**src/rtl/dram_arbiter.sv**
```systemverilog
// Round-robin DRAM responder: serves one core request at a time against a
// single-port synchronous RAM and returns per-core completion strobes.
module dram_arbiter #(
  parameter int WIDTH     = 8,
  parameter int NUM_CORES = 4,
  parameter int RD_LAT    = 1
) (
  input  logic                       Clk,
  input  logic                       Rst_n,
  input  logic [NUM_CORES-1:0]       core_memREAD,
  input  logic [NUM_CORES-1:0]       core_memWRITE,
  input  logic [NUM_CORES*WIDTH-1:0] core_addr,
  input  logic [NUM_CORES*WIDTH-1:0] core_wdata,
  output logic [WIDTH-1:0]           core_rdata,
  output logic [NUM_CORES-1:0]       memAV,
  output logic [WIDTH-1:0]           ram_addr,
  output logic [WIDTH-1:0]           ram_wdata,
  output logic                       ram_we,
  output logic                       ram_re,
  input  logic [WIDTH-1:0]           ram_rdata,
  output logic                       busy,
  output logic [2:0]                 grant_id,
  output logic                       proto_err
);

  typedef enum logic [1:0] {IDLE, ACCESS, WAIT, DONE} state_t;

  state_t           state_q, state_d;
  logic [2:0]       last_q, last_d;
  logic [2:0]       gid_q, gid_d;
  logic [WIDTH-1:0] addr_q, addr_d;
  logic [WIDTH-1:0] wdata_q, wdata_d;
  logic [WIDTH-1:0] rdata_q, rdata_d;
  logic             wr_q, wr_d;
  logic             perr_q, perr_d;
  logic [1:0]       cnt_q, cnt_d;

  // Per-core views padded to 8 entries so a 3-bit index always fits.
  logic [7:0]       req8, rd8, wr8;
  logic [WIDTH-1:0] addr_arr  [8];
  logic [WIDTH-1:0] wdata_arr [8];
  logic [2:0]       win;
  logic             found;

  generate
    for (genvar gi = 0; gi < 8; gi++) begin : g_core
      if (gi < NUM_CORES) begin : g_used
        assign addr_arr[gi]  = core_addr[gi*WIDTH +: WIDTH];
        assign wdata_arr[gi] = core_wdata[gi*WIDTH +: WIDTH];
        assign rd8[gi]       = core_memREAD[gi];
        assign wr8[gi]       = core_memWRITE[gi];
        assign memAV[gi]     = (state_q == DONE) && (gid_q == 3'(gi));
        assign req8[gi]      = (core_memREAD[gi] | core_memWRITE[gi]) & ~memAV[gi];
      end else begin : g_unused
        assign addr_arr[gi]  = '0;
        assign wdata_arr[gi] = '0;
        assign rd8[gi]       = 1'b0;
        assign wr8[gi]       = 1'b0;
        assign req8[gi]      = 1'b0;
      end
    end
  endgenerate

  // Descending scan so the nearest index after last_q is the one that sticks.
  always_comb begin
    win   = last_q;
    found = 1'b0;
    for (int k = NUM_CORES; k >= 1; k--) begin
      if (req8[3'((int'(last_q) + k) % NUM_CORES)]) begin
        win   = 3'((int'(last_q) + k) % NUM_CORES);
        found = 1'b1;
      end
    end
  end

  always_comb begin
    state_d = state_q;
    last_d  = last_q;
    gid_d   = gid_q;
    addr_d  = addr_q;
    wdata_d = wdata_q;
    rdata_d = rdata_q;
    wr_d    = wr_q;
    perr_d  = perr_q;
    cnt_d   = cnt_q;
    case (state_q)
      IDLE: begin
        if (found) begin
          gid_d   = win;
          last_d  = win;
          addr_d  = addr_arr[win];
          wdata_d = wdata_arr[win];
          wr_d    = wr8[win];
          if (rd8[win] && wr8[win]) perr_d = 1'b1;
          state_d = ACCESS;
        end
      end
      ACCESS: begin
        if (wr_q) begin
          state_d = DONE;
        end else begin
          cnt_d   = 2'(RD_LAT - 1);
          state_d = WAIT;
        end
      end
      WAIT: begin
        if (cnt_q == 2'd0) begin
          rdata_d = ram_rdata;
          state_d = DONE;
        end else begin
          cnt_d = cnt_q - 2'd1;
        end
      end
      DONE:    state_d = IDLE;
      default: state_d = IDLE;
    endcase
  end

  always_ff @(posedge Clk or negedge Rst_n) begin
    if (!Rst_n) begin
      state_q <= IDLE;
      last_q  <= 3'(NUM_CORES - 1);
      gid_q   <= '0;
      addr_q  <= '0;
      wdata_q <= '0;
      rdata_q <= '0;
      wr_q    <= 1'b0;
      perr_q  <= 1'b0;
      cnt_q   <= '0;
    end else begin
      state_q <= state_d;
      last_q  <= last_d;
      gid_q   <= gid_d;
      addr_q  <= addr_d;
      wdata_q <= wdata_d;
      rdata_q <= rdata_d;
      wr_q    <= wr_d;
      perr_q  <= perr_d;
      cnt_q   <= cnt_d;
    end
  end

  // Strobes decode straight from state so an async reset drops them at once.
  assign ram_we     = (state_q == ACCESS) && wr_q;
  assign ram_re     = (state_q == ACCESS) && !wr_q;
  assign busy       = (state_q != IDLE);
  assign ram_addr   = addr_q;
  assign ram_wdata  = wdata_q;
  assign core_rdata = rdata_q;
  assign grant_id   = gid_q;
  assign proto_err  = perr_q;

endmodule

```
**config.mk**
```make
export PLATFORM = sky130hd
export DESIGN_NAME = dram_arbiter
export DESIGN_NICKNAME = d
export VERILOG_FILES = /design/src/rtl/dram_arbiter.sv
export SDC_FILE = /design/constraint.sdc
export NUM_CORES = 1
export LEC_CHECK = 0
export CORE_ASPECT_RATIO = 1.2
export CORE_MARGIN = 1.5
export CORE_UTILIZATION = 35
export DETAILED_ROUTE_END_ITERATION = 12
export GPL_TIMING_DRIVEN = 0
export PLACE_DENSITY = 0.76
export SLEW_MARGIN = 20
export SYNTH_ARGS = -nofsm -noshare
export SYNTH_HDL_FRONTEND = slang
export SYNTH_SLANG_ARGS = --single-unit
```
**constraint.sdc**
```tcl
create_clock -name Clk -period 2.4 [get_ports Clk]
set_input_delay 0.72 -clock Clk [delete_from_list [all_inputs] [get_ports Clk]]
set_output_delay 0.72 -clock Clk [all_outputs]
set_load 0.02 [all_outputs]
```
# == Word-level counts from Yosys, hierarchy flattened ==
# Cells that the tools add are included.
# op_classes
n_shift,0
n_eq_ne,10
div,0
reduce_logical,22
muxes,37
order_cmp,6
n_addsub,5
multipliers,0
bitwise_logic,17
# op_table
operator,count
binary-select mux 8 bit (select 3 bit),2
2-to-1 mux 8 bit,4
less-than comparator 3 x 5 -> 1 bit (second input constant),4
binary-select mux 1 bit (select 3 bit),6
2-to-1 mux 1 bit,15
2-to-1 mux 3 bit,4
2-to-1 mux 2 bit,4
!= test 2 bit (second input constant),4
one-hot mux 2 bit (4 select lines),1
OR reduction 2 bit,4
logical AND 1 bit,7
== test 3 x 2 -> 1 bit (second input constant),2
AND reduction 2 bit,3
AND reduction 3 bit,2
adder 2 x 1 -> 2 bit (second input constant),2
adder 2 bit (second input constant),2
AND 1 bit,4
AND 1 bit (first input constant),4
== test 2 bit (second input constant),2
>= comparator 4 bit (second input constant),1
logical NOT 2 bit,2
less-than comparator 3 x 4 -> 1 bit (second input constant),1
inverter 1 bit,4
inverter 3 -> 4 bit,1
8 further kinds,12
# totals
output_inout_bits,35
ramBits,0
n_memories,0
mem_bits_ro,0
wordCells,106
in_bits,82
regBits,36
latchBits,0

# == Depth between registers and ports, before layout ==
# Gate-level depths: netlist of the first run.
# logic_depth
ltp_word,15
mapped_depth,10
depth_no_buf,8

# == Least setup slack after synthesis of the first run ==
# OpenSTA, ideal clock, no wires.
# synth_path
path_kind,register to register
startpoint,"register gid_q[1], in the netlist grant_id[1]"
endpoint,"register wdata_q[1], in the netlist ram_wdata[1]"
period_less_slack_ps,2457
n_path_buf,2
required_ps,2268
setup_slack_ps,-57
path_stages_with_launch,9
setup_ps,132
arrival_ps,2325
path_cell_list,dfrtp_1 > nor4b_2 > nor2_1 > nor4_2 > nand2b_1 > or2_1 > buf_4 > buf_6 > o221ai_2
# synth_between
elab_chain_len,15
word_cells_on_any_way,41
cone_classes,3 x eq/ne; 23 x mux; 9 x bitwise; 6 x reduce/logical
# synth_lines
element,line,source
start: declaration,30,"logic [2:0] gid_q, gid_d;"
start signal: assignment,133,gid_q <= gid_d;
logical NOT 3 bit *,52,assign memAV[gi] = (state_q == DONE) && (gid_q == 3'(gi));
logical AND 1 bit *,52,
net memAV[0],15,"output logic [NUM_CORES-1:0] memAV,"
inverter 1 bit *,53,assign req8[gi] = (core_memREAD[gi] | core_memWRITE[gi]) & ~memAV[gi];
AND 1 bit *,53,
binary-select mux 1 bit (select 3 bit),69,if (req8[3'((int'(last_q) + k) % NUM_CORES)]) begin
2-to-1 mux 1 bit (not written as such) (2 in series),69,
2-to-1 mux 3 bit (4 in series),69,
inverter 3 -> 4 bit (not written as such),92,wdata_d = wdata_arr[win];
binary-select mux 8 bit (select 3 bit),92,
2-to-1 mux 8 bit (not written as such) (2 in series),92,
end signal: assignment,135,wdata_q <= wdata_d;
end: declaration,32,"logic [WIDTH-1:0] wdata_q, wdata_d;"
# Mark *: on every way through the listed nets, which the timed path passes. The rest lies on a longest branch. The select of a mux whose other input is x is not followed.
# A chain may end at the register's enable or synchronous reset.

# == Worst setup path after layout of the first run ==
# layout_path
startpoint,input port core_memREAD[2]
endpoint,"register perr_q, in the netlist proto_err"
# layout_between
elab_chain_len,13
word_cells_on_any_way,28
cone_classes,24 x mux; 2 x bitwise; 2 x reduce/logical
# layout_lines
element,line,source
start: declaration,10,"input logic [NUM_CORES-1:0] core_memREAD,"
OR 1 bit,53,
AND 1 bit,53,
binary-select mux 1 bit (select 3 bit),69,
2-to-1 mux 1 bit (not written as such) (2 in series),69,
2-to-1 mux 3 bit (4 in series),69,
binary-select mux 1 bit (select 3 bit),94,if (rd8[win] && wr8[win]) perr_d = 1'b1;
2-to-1 mux 1 bit (not written as such),94,
logical AND 1 bit,94,
AND reduction 3 bit (no source line) *,n/a,
end signal: assignment,138,perr_q <= perr_d;
end: declaration,35,"logic perr_q, perr_d;"
# Mark *: on every way between the ends. The rest lies on a longest branch, timed or not. The select of a mux whose other input is x is not followed.

==> run summary, run 1 <==
Yosys top cell area share -> 0.3864
Crit-path max FO -> 10
Cell count after synthesis -> 191
Final hold violation count -> 0
Internal power -> 3.025 mW
Die Area -> 6585 µm²
CP Launch Type -> primary input
Post-Route WL -> 6447 µm
Antenna violations before repair -> 0
Syn Nets -> 278
IO Pins -> 117
Post-synth EDFFs -> 0
Worst-path clk slew -> 0.07 ns
1st-iter DRT viols -> 62
Ys async rst share -> 1.000
DR WL met2 -> 3439 µm
Critical path data arrival time -> 2.63 ns
Register area share after synthesis -> 0.4110
Met3 Routed Length -> 417 µm
DR top layer -> met4
# DRC -> 0
Clk sink count -> 35
Yosys top cell by area -> dfrtp_1
Setup TNS Final -> -0.09175 ns
Antenna fix cells -> 0
Clock root buffer -> clkbuf_8
Total number of vias -> 2,079
Clock skew -> 0.008508 ns
CTS hold repair buffers -> 0
Maxcap violations -> 0
Wire length per cell -> 15.57 µm
P_sw -> 2.024 mW
Fmax -> 412.8 MHz
Count leader, synth -> mux2i_1
Main combinational cell family by area after synthesis -> multiplexers
Final setup fails -> 8
Area grow syn2layout -> 79.27%
Fin nets -> 418
Fillers -> 505
Overall routing resource usage -> 0.1928
Ranking of synthesized cells by area -> dfrtp_1 39%, mux2i_1 17%, o221ai_2 5.6%
Peak VDD IR -> 0.6130 mV
Seq pwr share -> 0.216
Worst slack, placed -> -0.5478 ns
Setup ws final -> -0.02224 ns
Tot Pwr -> 5.049 mW
Synth Area in XOR/XNOR -> 0
Synth Area in Compound Gates -> 0.1598
Library cells used by synthesis -> 38
Fin util -> 0.6414
Die Wd -> 74.33 µm
Rel. slew slack -> 0.7748
CP required -> 2.61 ns
Vias in the first global route -> 1,967
Slew at the pin with the worst max-slew slack -> 0.3370 ns
RSZ-0062 raised after global routing -> true
# rows -> 31
Core ar. -> 5973 µm²
First-pass GRT wire length -> 9618 µm
Mux cell area share after synthesis -> 0.2207
Placer Congestion -> 0.7302
Met1 wire length -> 2558 µm
Comb pwr share -> 0.692
Most common library cells after synthesis -> 37 x mux2i_1, 33 x dfrtp_1, 23 x nand2_1, 11 x nor2_1, 9 x mux2_2
Die height -> 88.60 µm
Sw frac -> 0.4009
Number of register bits inferred by synthesis -> 35
Outcome -> complete, but fails checks
Final worst path period share -> 1.009
Global route overflow -> 0
Synth Area in Simple Gates -> 0.1259
Post-DRT Antenna Nets -> 0
Crit path kind -> in2reg
Failing checks -> setup timing
WHS -> 0.2523 ns
First-pass DRT Iterations -> 4
Crit. End Element -> flip-flop
Clock power share -> 0.092
Leakage power -> 1.652 nW
Pin count of the biggest net entering global routing -> 33
Post-synth top flop -> dfrtp_1
DP HPWL -> 4543 µm
Initial Util -> 0.3578
Post-Synth Adder-Cell Area -> 0.02927
TritonCTS Buffers -> 5
CTS tree -> built
Cell Pwr Density -> 1318 nW/µm²
Clock latency on the worst-skew pair -> 0.28 ns
Max-slew violation count -> 0
Share of cells above drive strength 1 -> 0.2470
Number of buffers added on ports -> 116
Post-Synthesis Cell Area -> 2137 µm²
H-Tree Depth -> 2
Tmin final -> 2.422 ns
Mean Syn Cell Area -> 11.19 µm²
Via density -> 5.022
Clock Tree Buf Depth -> 2
Synth Warn # -> 0
Min-Delay Path Class -> in2async
[worst max-delay path, cell delays in order]
cell,delay (ns)
clkdlybuf4s50_1,0.50
nor2_2,0.06
nor2_4,0.15
nor2_1,0.06
a221o_1,0.40
or2_1,0.24
buf_6,0.15
o22a_1,0.21
o21bai_4,0.14
[metrics by stage]
step                      instances  area, µm²
final                           414       3831
after floorplan                 191       2146
after global routing            414       3831
after global placement          389       3410
after detailed placement        390       3425
after CTS                       412       3761
[layer usage]
layer | up-vias | track usage
met3 | 4 | 0.04670
met5 | - | 0
met4 | 0 | 0.03471
met2 | 87 | 0.3450
met1 | 997 | 0.2365
li1 | 991 | -
[cells by family after synthesis]
group | count (synthesis)
AO/OA/AOI/OAI | 38
adder cells (fa/ha/maj) | 5
buffers and inverters | 18
flip-flops | 35
multiplexers | 46
AND/OR/NAND/NOR | 49
[power by group through the flow]
stage                     Clock, mW  Combinational (mW)  Sequential (mW)
after CTS                     0.475                3.37             1.08
after floorplan                   0                1.57             1.33
final                         0.465                3.49             1.09
after detailed placement          0                2.84             1.08
after global routing          0.502                3.70             1.13
after global placement            0                2.80             1.07
[layout make-up]
class                           instances  area (µm²)  area share
Timing Repair Buffer                  134        1331      0.3475
Inverter                                6       22.52    0.005879
Tap cell                               82       102.6     0.02678
Multi-Input combinational cell        138        1264      0.3298
Buffer                                 11       130.1     0.03396
Clock buffer                            8       100.1     0.02613
Sequential cell                        35       880.8      0.2299
[registers in the layout, summed over array words and instances, names as in the netlist]
| name | cells |
|---|---|
| cnt_q | 2 |
| core_rdata | 8 |
| grant_id | 2 |
| last_q | 3 |
| proto_err | 1 |
| ram_addr | 8 |
| ram_wdata | 8 |
| state_q | 2 |
| wr_q | 1 |
[cells in the final DEF, fill, tap and decap left out, types with 6 or more instances in the layout]
cell,count
buf_4,15
buf_6,7
clkbuf_8,7
clkdlybuf4s50_1,101
dfrtp_1,31
dlygate4sd2_1,9
inv_1,6
mux2_2,8
mux2i_1,31
nand2_1,22
nor2_1,6
o21ai_0,6
o221ai_1,8
o221ai_2,8
[what timing repair did]
item,in CTS,in global routing
gates cloned,2,0
resized for setup,39,28
setup endpoints to repair,29,24
buffers inserted,12,5
pin swaps,4,15
[path summary, 6_finish.rpt]
path / startpoint / to / slack (ns) / cells after the start
setup reg to reg: grant_id[1] / proto_err / 0.04 / 9
setup / recovery: core_memREAD[2] / proto_err / -0.02 / 9
max in group asynchronous: Rst_n / last_q[1] / 1.71 / 2
min in group Clk: ram_addr[3] / ram_addr[3] / 0.49 / 2
hold reg to reg: ram_addr[3] / ram_addr[3] / 0.49 / 2
hold / removal: Rst_n / ram_addr[6] / 0.25 / 1
(Power assumes the default switching activity.)
==> run 2, diff against run 1 <==
--- a/config.mk
+++ b/config.mk
@@ -15,3 +15,4 @@
 export SYNTH_ARGS = -nofsm -noshare
 export SYNTH_HDL_FRONTEND = slang
 export SYNTH_SLANG_ARGS = --single-unit
+export TNS_END_PERCENT = 10
==> run summary, run 2 (synthesis gave the netlist of run 1 again) <==
First-pass DRT Iterations -> 4
Max-slew violation count -> 0
Crit. End Element -> flip-flop
# DRC -> 0
Clock root buffer -> clkbuf_8
Fin util -> 0.6376
P_sw -> 1.950 mW
Commonest cells after routing, fill and taps aside -> 100 x clkdlybuf4s50_1, 33 x dfrtp_1, 30 x mux2i_1, 22 x nand2_1
Final Cell Area -> 3809 µm²
Slowest stage delay, CP -> 0.43 ns
Worst-path clk slew -> 0.07 ns
Critical Path Most Common Cell -> buf_4
IO Pins -> 117
Total number of vias -> 2,023
CP required -> 2.60 ns
WHS -> 0.2536 ns
TritonCTS Buffers -> 5
R2r setup slk -> 0.09 ns
R2R depth -> 9
Placed insts -> 390
Critical-path cell list -> ha_4 > and4b_1 > buf_4 > or3_1 > o32ai_1 > a221o_1 > buf_4 > mux2_2 > o21ai_1
Clock latency on the worst-skew pair -> 0.27 ns
Sw frac -> 0.4020
Fin nets -> 413
Share of cells above drive strength 1 -> 0.2324
Critical path data arrival time -> 2.51 ns
Fmax -> 432.9 MHz
Seq pwr share -> 0.225
Die height -> 88.60 µm
H-Tree Depth -> 2
Setup ws final -> 0.08981 ns
Vias in the first global route -> 1,865
Comb pwr share -> 0.680
Via density -> 4.946
GR Util met2 -> 0.3190
Peak VDD IR -> 0.6096 mV
Clock skew -> 0.007062 ns
Busiest grt layer -> met2
CTS tree -> built
CP bufs+invs -> 2
Clock power share -> 0.095
Global route overflow -> 0
Maxcap violations -> 0
Grt met1 use -> 0.2207
Worst slack, placed -> -0.5478 ns
Final worst path period share -> 0.9626
Final setup fails -> 0
Clk sink count -> 35
Cell Pwr Density -> 1273 nW/µm²
Area grow syn2layout -> 78.22%
Die Area -> 6585 µm²
Internal power -> 2.900 mW
First-pass GRT wire length -> 9011 µm
Tmin final -> 2.310 ns
Min-Delay Path Class -> in2async
DP HPWL -> 4543 µm
Delay-heaviest family, CP -> simple AND/OR/NAND/NOR gates
# rows -> 31
Antenna violations before repair -> 0
Commonest non-fill, non-tap cell in the layout -> clkdlybuf4s50_1
Outcome -> finished, final reports clean
Number of buffers added on ports -> 116
Post-Route WL -> 6144 µm
Slowest-stage cell, CP -> dfrtp_1
Wire length per cell -> 15.02 µm
Crit-path max FO -> 5
1st-iter DRT viols -> 48
Rel. slew slack -> 0.7725
Leakage power -> 1.652 nW
Final hold violation count -> 0
CP Depth -> 9
Slew at the pin with the worst max-slew slack -> 0.3399 ns
Placer Congestion -> 0.7302
Crit path kind -> reg2reg
Antenna fix cells -> 0
Clock Tree Buf Depth -> 2
Setup TNS Final -> 0 ns
Initial Util -> 0.3578
CP Launch Type -> flip-flop
Post-DRT Antenna Nets -> 0
Die Wd -> 74.33 µm
Pin count of the biggest net entering global routing -> 33
Grt met3 use -> 0.04670
Overall routing resource usage -> 0.1801
Tot Pwr -> 4.850 mW
Final std cells w/o fill -> 409
Placed inst area -> 3425 µm²
Core ar. -> 5973 µm²
run 2: timing repair:
action                     4_1_cts  5_1_grt
setup endpoints to repair       29       24
hold endpoints to repair         0        0
gates resized for setup         25       34
hold buffers                     0        0
pin swaps                        1        8
buffers inserted                 0       10
gates cloned                     0        1
run 2: final cells by class:
type                       instances  area, µm²
inverter                           6      22.52
sequential                        35      878.3
clock buffer                       8      100.1
timing repair buffer             128       1292
fill                             513       2165
tap                               82      102.6
buffer                            12      138.9
multi-input combinational        138       1274
run 2: path summary, 6_finish.rpt:
check / start / end
worst max-delay path: state_q[1] / wr_q
worst min-delay path: Rst_n / ram_addr[6]
worst max register to register: state_q[1] / wr_q
worst min register to register: ram_wdata[6] / ram_wdata[6]
max in group asynchronous: Rst_n / last_q[0]
min in group Clk: ram_wdata[6] / ram_wdata[6]
run 2: worst reg2reg max path: stages (launching register included):
cell and delay, ns:
dfrtp_1 0.43, ha_4 0.20, and4b_1 0.16, buf_4 0.15
or3_1 0.34, o32ai_1 0.11, a221o_1 0.22, buf_4 0.13
mux2_2 0.36, o21ai_1 0.13
run 2: layer usage:
metal / part of all wire / up-vias
met1: 0.40 / 971
met5: 0 / -
met2: 0.54 / 69
li1: - / 978
met4: 0.0072 / 0
met3: 0.057 / 5
run 2: power groups by stage:
stage	sequential (mW)	combinational, mW	clock (mW)
CTS	1.08	2.91	0.475
finish	1.09	3.30	0.460
floorplan	1.33	1.57	0
global placement	1.07	2.80	0
global route	1.13	3.50	0.503
detailed placement	1.08	2.84	0
==> run 3, diff against run 2 <==
--- a/config.mk
+++ b/config.mk
@@ -9,7 +9,6 @@
 export CORE_MARGIN = 1.5
 export CORE_UTILIZATION = 35
 export DETAILED_ROUTE_END_ITERATION = 12
-export GPL_TIMING_DRIVEN = 0
 export PLACE_DENSITY = 0.76
 export SLEW_MARGIN = 20
 export SYNTH_ARGS = -nofsm -noshare
==> run summary, run 3 (synthesis gave the netlist of run 1 again) <==
Final Cell Area -> 3702 µm²
Max-slew violation count -> 0
Commonest non-fill, non-tap cell in the layout -> clkdlybuf4s50_1
Outcome -> finished, final reports clean
Setup ws final -> 0.03703 ns
CP Launch Type -> primary input
Die Area -> 6585 µm²
First-pass GRT wire length -> 9052 µm
Slew at the pin with the worst max-slew slack -> 0.4506 ns
Clock latency on the worst-skew pair -> 0.28 ns
Fillers -> 525
CTS tree -> built
Die height -> 88.60 µm
# DRC -> 0
Fin nets -> 409
Commonest cells after routing, fill and taps aside -> 105 x clkdlybuf4s50_1, 33 x dfrtp_1, 32 x mux2i_1, 22 x nand2_1, 13 x buf_4
Pin count of the biggest net entering global routing -> 36
R2R depth -> 10
Worst-path clk slew -> 0.07 ns
IO Pins -> 117
CP required -> 2.57 ns
Min-Delay Path Class -> in2async
CTS hold repair buffers -> 0
Placed inst area -> 3491 µm²
Final hold violation count -> 0
R2r setup slk -> 0.09 ns
Final worst path period share -> 0.9846
H-Tree Depth -> 2
Clock skew -> 0.002265 ns
FF-to-FF Start -> state_q[0]
Peak VDD IR -> 0.5765 mV
Area grow syn2layout -> 73.24%
Rel. slew slack -> 0.6996
DP HPWL -> 4432 µm
Crit. End Element -> flip-flop
TritonCTS Buffers -> 5
Die Wd -> 74.33 µm
Post-DRT Antenna Nets -> 0
Worst slack, placed -> -0.3457 ns
Core ar. -> 5973 µm²
Critical path data arrival time -> 2.53 ns
1st-iter DRT viols -> 24
Crit-path max FO -> 5
Initial Util -> 0.3578
Antenna fix cells -> 0
Post-Route WL -> 6059 µm
Leakage power -> 1.587 nW
Maxcap violations -> 0
Tmin final -> 2.363 ns
Antenna violations before repair -> 0
First-pass DRT Iterations -> 4
Vias in the first global route -> 1,929
Number of buffers added on ports -> 116
Final setup fails -> 0
Placer Congestion -> 0.7810
Wire length per cell -> 14.96 µm
Overall routing resource usage -> 0.1772
Global route overflow -> 0
Clk sink count -> 35
Share of cells above drive strength 1 -> 0.2136
Total number of vias -> 2,014
Clock root buffer -> clkbuf_8
Clock Tree Buf Depth -> 2
Crit path kind -> in2reg
Cell Pwr Density -> 1276 nW/µm²
FF-to-FF End -> proto_err
Fmax -> 423.2 MHz
# rows -> 31
Via density -> 4.973
[run 3: changes by cell type in the layout (fill, tap and decap cells not counted), moves of 2 or more]
| cell | previous run | this run |
|---|---|---|
| buf_4 | 10 | 13 |
| buf_6 | 4 | 0 |
| clkinvlp_4 | 0 | 2 |
| mux2i_1 | 30 | 32 |
| dlygate4sd2_1 | 8 | 5 |
| clkbuf_8 | 7 | 5 |
| clkdlybuf4s50_1 | 100 | 105 |
| dlymetal6s2s_1 | 6 | 3 |
| ha_1 | 3 | 5 |
[run 3: critical path: stages]
cell	delay, ns
clkdlybuf4s50_1	0.48
nor2_4	0.16
nor2_2	0.06
o22a_1	0.21
mux2i_4	0.17
buf_12	0.15
buf_8	0.12
mux2i_2	0.22
o22a_1	0.18
o21bai_2	0.06
[run 3: what timing repair did]
action | 4_1_cts | 5_1_grt
setup endpoints to repair | 19 | 20
gates cloned | 0 | 2
buffers inserted | 0 | 1
endpoints found under the hold margin | 0 | 0
gates resized for setup | 10 | 21
pin swaps | 0 | 4
[run 3: how the worst max path moves through the flow]
| stage | start | end | slack [ns] | cells past startpoint |
|---|---|---|---|---|
| final | core_memWRITE[3] | proto_err | 0.04 | 10 |
| after global routing | core_memWRITE[3] | proto_err | -0.002 | 10 |
| after CTS | core_memREAD[1] | ram_wdata[6] | -0.04 | 8 |
| after detailed placement | core_memREAD[1] | ram_wdata[3] | -0.35 | 8 |
| after global placement | core_memWRITE[3] | ram_wdata[3] | -0.30 | 8 |
| after floorplan | state_q[1] | ram_wdata[1] | 0.05 | 9 |
[run 3: power breakdown]
part           internal [mW]  total (mW)  switching (mW)
Combinational           1.72        3.23            1.50
Sequential             0.884        1.08           0.194
Clock                  0.202       0.417           0.215
Total                   2.81        4.72            1.91
[run 3: area by class of cell]
class,count,area (µm²),area share
Timing Repair Buffer,136,1390,0.3755
Multi-Input combinational cell,138,1220,0.3295
Sequential cell,35,878.3,0.2372
Tap cell,82,102.6,0.02771
Clock buffer,5,68.82,0.01859
Inverter,6,22.52,0.006083
Clock inverter,3,20.02,0.005407
[run 3: stage by stage]
step | util | setup TNS, ns | hold WS (ns) | cells | power (mW)
finish | 0.6198 | 0 | 0.4787 | 405 | 4.723
global route | 0.6198 | -0.001738 | 0.5167 | 405 | 5.028
CTS | 0.5993 | -0.1692 | 0.4821 | 402 | 4.448
detailed placement | 0.5844 | -6.232 | 0.4772 | 394 | 4.035
global placement | 0.5844 | -5.339 | 0.4691 | 394 | 3.974
floorplan | - | 0 | 0.4244 | 191 | 2.906
[run 3: metal layers]
metal | GRT usage | wire length, µm | up-vias
met2 | 0.3044 | 3166 | 70
li1 | - | - | 968
met4 | 0.04959 | 95 | 0
met5 | 0 | 0 | -
met3 | 0.05125 | 377 | 9
met1 | 0.2156 | 2419 | 967
==> edit 1, RTL diff (settings of run 2) <==
`NUM_CORES`: 4 -> 3.
--- a/src/rtl/dram_arbiter.sv
+++ b/src/rtl/dram_arbiter.sv
@@ -2,7 +2,7 @@
 // single-port synchronous RAM and returns per-core completion strobes.
 module dram_arbiter #(
   parameter int WIDTH     = 8,
-  parameter int NUM_CORES = 4,
+  parameter int NUM_CORES = 3,
   parameter int RD_LAT    = 1
 ) (
   input  logic                       Clk,
Interface: changed (5 resized); port bits go from 117 to 98. No check against the original RTL was run, so the function may have changed too.
==> edit 1 against run 2 <==
- the flow now finishes with violations (setup timing)
- first-iteration DRC count rose to 3.1 times the old value
- synthesized cell count up 69%
- maximum frequency down 48%
- cell count grew 34%
- sequential cell count fell by 1
- clock skew is 3.5 ps higher
- area after synthesis up 36%
- wire length rose by 33%
- worst setup slack worse by 2100 ps
- design area grew 23%
- highest routed layer unchanged
Power is left out: the tool's default activity adds up to more than one toggle a clock period on the data nets, which glitch-free logic cannot reach.
==> edit 1: results (changes against run 2) <==
Global route:
- The all-layer global routing usage is 19.3% (was 18.0%).
- The first-pass GRT wire length is 13700 um (was 9010 um).
- The pin count of the biggest net entering global routing is 34 (was 33).

Detailed routing:
- The total wirelength of the detailed-routed design came to 8170 um (was 6140 um).
- The count of vias placed by the detailed router is 2936 (was 2023).

Timing:
- The worst slew margin relative to its limit is 63.1% (was 77.3%).
- The count of endpoints failing setup in the final report is 25 (was 0).
- The worst clock skew on the final layout is 10.5 ps (was 7.06 ps).
- The post-route worst setup slack is -2050 ps (was 89.8 ps).

Run status:
- The final reports fail on setup timing.
- Result of the run: finished, violations left (was finished clean).

Placed design:
- The HPWL after detailed placement is 5920 um (was 4540 um).
- The final weighted congestion in routability-driven placement is 0.847 (was 0.730).
- The worst slack after detailed placement is -2340 ps (was -548 ps).
- The number of buffers inserted by port buffering is 97 (was 116).

Worst setup path:
- The origin of the critical flop-to-flop path is last_q[1]$_DFFE_PN1P_ (was state_q[1]$_DFFE_PN0P_).
- The depth of the worst register-to-register path is 21 (was 9).
- The family with the most delay on the worst path is compound AO/OA/AOI/OAI gates (was simple AND/OR/NAND/NOR gates).
- The largest stage delay on the critical path is 590 ps (was 430 ps).
- The critical-path cell with the highest stage delay was sky130_fd_sc_hd__dfstp_2 (was sky130_fd_sc_hd__dfrtp_1).

Finish:
- The proportion of layout cells with a drive suffix above 1 is 25.1% (was 23.2%).
- The net count of the finished layout is 541 (was 413).

Logic synthesis:
- The sequential cell area fraction in the yosys report came to 29.3% (was 41.1%).
- Cell types with the largest area share after synthesis: sky130_fd_sc_hd__dfrtp_1 28%, sky130_fd_sc_hd__ha_1 9.9%, sky130_fd_sc_hd__mux2i_1 6.2% (was sky130_fd_sc_hd__dfrtp_1 39%, sky130_fd_sc_hd__mux2i_1 17%, sky130_fd_sc_hd__o221ai_2 5.6%).
- Leading cell types by count after synthesis: 33 x sky130_fd_sc_hd__dfrtp_1, 33 x sky130_fd_sc_hd__nand2_1, 23 x sky130_fd_sc_hd__ha_1 (was 37 x sky130_fd_sc_hd__mux2i_1, 33 x sky130_fd_sc_hd__dfrtp_1, 23 x sky130_fd_sc_hd__nand2_1).
- The count of cell types in the netlist was 65 (was 38).
- The post-synth net total is 410 (was 278).

Clocking:
- The number of buffers between clock root and the deepest sink is 2 (unchanged).
- The worst-skew pair later-pin latency is 290 ps (was 270 ps).
## edit 1: timing repair
| action | in CTS | in global routing |
|---|---|---|
| setup endpoints to repair | 30 | 27 |
| cloned | 1 | 0 |
| pin swaps | 7 | 6 |
| gates resized for setup | 40 | 19 |
| setup buffers | 21 | 4 |
## edit 1: kinds of logic after synthesis
group	share of synthesized area, %
compound gates	24.1
simple gates	16.8
mux	10.5
flops	29.3
fa+ha+maj	9.90
buf+inv	6.76
xor+xnor	2.67
## edit 1: cell type report
type	instances	area (um^2)
Buffer	16	141
Clock buffer	7	76.3
Clock inverter	1	30.0
Fill cell	711	3410
Inverter	22	92.6
Multi-Input combinational cell	251	2160
Sequential cell	34	857
Tap cell	95	119
Timing Repair Buffer	124	1220
## edit 1: worst min path at each step
stage                                     start                        end
final                                     Rst_n  core_rdata[3]$_DFFE_PN0P_
after global routing                      Rst_n  core_rdata[3]$_DFFE_PN0P_
after CTS                                 Rst_n  core_rdata[3]$_DFFE_PN0P_
after detailed placement  proto_err$_DFFE_PN0P_      proto_err$_DFFE_PN0P_
after global placement    proto_err$_DFFE_PN0P_      proto_err$_DFFE_PN0P_
after floorplan                           Rst_n       cnt_q[0]$_DFFE_PN0P_
## edit 1: metrics by stage
step / TNS, ps / cell area (um^2) / std cells / hold slack (ps)
after detailed placement: -51370 / 4140 / 516 / 467
final: -44880 / 4700 / 550 / 217
after global routing: -48810 / 4700 / 550 / 207
after global placement: -50810 / 4120 / 515 / 461
after floorplan: -38440 / 3030 / 323 / 424
after CTS: -43560 / 4580 / 546 / 213
## edit 1: per-layer routing
| layer | part of all wire, % | GRT usage, % |
|---|---|---|
| met5 | 0 | 0 |
| met4 | 1.8 | 5.83 |
| met3 | 5.0 | 3.44 |
| met1 | 40 | 22.2 |
| met2 | 53 | 36.2 |
==> edit 2, RTL diff (flow settings as in run 2) <==
Made on the original files. `addr_q`, `wdata_q` and `rdata_q` no longer have a reset.
--- a/src/rtl/dram_arbiter.sv
+++ b/src/rtl/dram_arbiter.sv
@@ -121,9 +121,6 @@
       state_q <= IDLE;
       last_q  <= 3'(NUM_CORES - 1);
       gid_q   <= '0;
-      addr_q  <= '0;
-      wdata_q <= '0;
-      rdata_q <= '0;
       wr_q    <= 1'b0;
       perr_q  <= 1'b0;
       cnt_q   <= '0;
@@ -131,13 +128,16 @@
       state_q <= state_d;
       last_q  <= last_d;
       gid_q   <= gid_d;
-      addr_q  <= addr_d;
-      wdata_q <= wdata_d;
-      rdata_q <= rdata_d;
       wr_q    <= wr_d;
       perr_q  <= perr_d;
       cnt_q   <= cnt_d;
     end
+  end
+
+  always_ff @(posedge Clk) begin
+    addr_q  <= addr_d;
+    wdata_q <= wdata_d;
+    rdata_q <= rdata_d;
   end
 
   // Strobes decode straight from state so an async reset drops them at once.
Check against the original RTL: not equivalent (a bounded check fails within 4 cycles, from zero or initial values and one cycle with Rst_n low).
==> edit 2 against run 2 <==
- the flow now finishes with violations (setup timing)
- synthesized cell count is 14% lower
- first-iteration DRC count up 60%
- area after synthesis fell by 1.6%
- design area decreased by 2.0%
- sequential cell count unchanged
- count of clock-buffer cells in the layout fell by 3
- power shrank 4.8%
- worst setup slack got worse by 350 ps
- largest power group unchanged
- die area decreased by 1.6%
- via count down 4.0%
- critical endpoint is now ram_addr[7]$_DFFE_PP_
- wire length is 3.9% higher
- utilization grew 1.2 points
- sequential share of layout area up 3.8 points
- highest routed layer unchanged
==> edit 2: results (changes against run 2) <==
Global route:
- The all-layer global routing usage is 19.5% (was 18.0%).
- The met1 usage is 20.4% (was 22.1%).
- The number of global-route vias before repair is 2015 (was 1865).
- The global-route met3 utilization came to 4.72% (was 4.67%).

Logic synthesis:
- The count of flip-flops with a built-in enable after synthesis is 24 (was 0).
- The count of cell types in the netlist came to 46 (was 38).
- The sequential cell area fraction in the yosys report is 47.5% (was 41.1%).
- The share of Yosys cell area claimed by the top area cell type is 34.3% (was 38.6%).
- The post-synthesis area per instance is 12.8 um^2 (was 11.2 um^2).

Detailed routing:
- The met3 wirelength from detailed routing is 507 um (was 351 um).
- The average wire per standard cell is 16.7 um (was 15.0 um).
- The detail-routed via count per cell came to 5.07 (was 4.95).

Run status:
- The final reports fail on setup timing.
- Result of the run: finished, violations left (was finished clean).

Worst setup path:
- The largest stage delay on the critical path is 500 ps (was 430 ps).
- The critical-path cell with the highest stage delay is sky130_fd_sc_hd__mux4_2 (was sky130_fd_sc_hd__dfrtp_1).
- The capture instance of the worst register-to-register path is ram_addr[7]$_DFFE_PP_ (was wr_q$_DFFE_PN0P_).
- The worst setup path endpoint is ram_addr[7]$_DFFE_PP_ (was wr_q$_DFFE_PN0P_).

Finish:
- The net count of the finished layout came to 389 (was 413).
- The proportion of layout cells with a drive suffix above 1 is 27.4% (was 23.2%).
- The number of filler cells placed in the layout is 436 (was 513).

Timing:
- The post-route worst setup slack is -264 ps (was 89.8 ps).
- The worst clock skew on the final layout is 2.80 ps (was 7.06 ps).
- The count of endpoints failing setup in the final report is 17 (was 0).

Power:
- The leakage dissipation is 1.42 nW (was 1.65 nW).
- The largest vdd supply drop is 0.735 mV (was 0.610 mV).
- The sequential-cell power consumption is 1.14 mW (was 1.09 mW).
[edit 2: cell types whose count changed in the layout (fill, tap and decap cells not counted), moves of 10 or more]
cell | run 2 | this run
sky130_fd_sc_hd__mux2i_1 | 30 | 0
sky130_fd_sc_hd__dfrtp_1 | 33 | 6
sky130_fd_sc_hd__edfxtp_1 | 0 | 24
sky130_fd_sc_hd__mux4_2 | 0 | 16
sky130_fd_sc_hd__nand2_1 | 22 | 8
sky130_fd_sc_hd__nor2b_1 | 1 | 13
sky130_fd_sc_hd__o221ai_2 | 10 | 0
[edit 2: cells by family after synthesis]
family	count (synthesis)	synth area share, %
fa+ha+maj	5	2.98
flops	35	47.5
mux	18	18.2
buf+inv	17	4.46
simple gates	61	16.3
compound gates	28	10.5
[edit 2: cell type report]
class,instances,share of cell area (%)
Timing Repair Buffer,131,34.2
Timing Repair inverter,1,0.201
Clock buffer,5,1.84
Sequential cell,35,26.9
Inverter,9,1.01
Tap cell,80,2.68
Buffer,7,1.84
Multi-Input combinational cell,112,30.2
Clock inverter,3,1.17
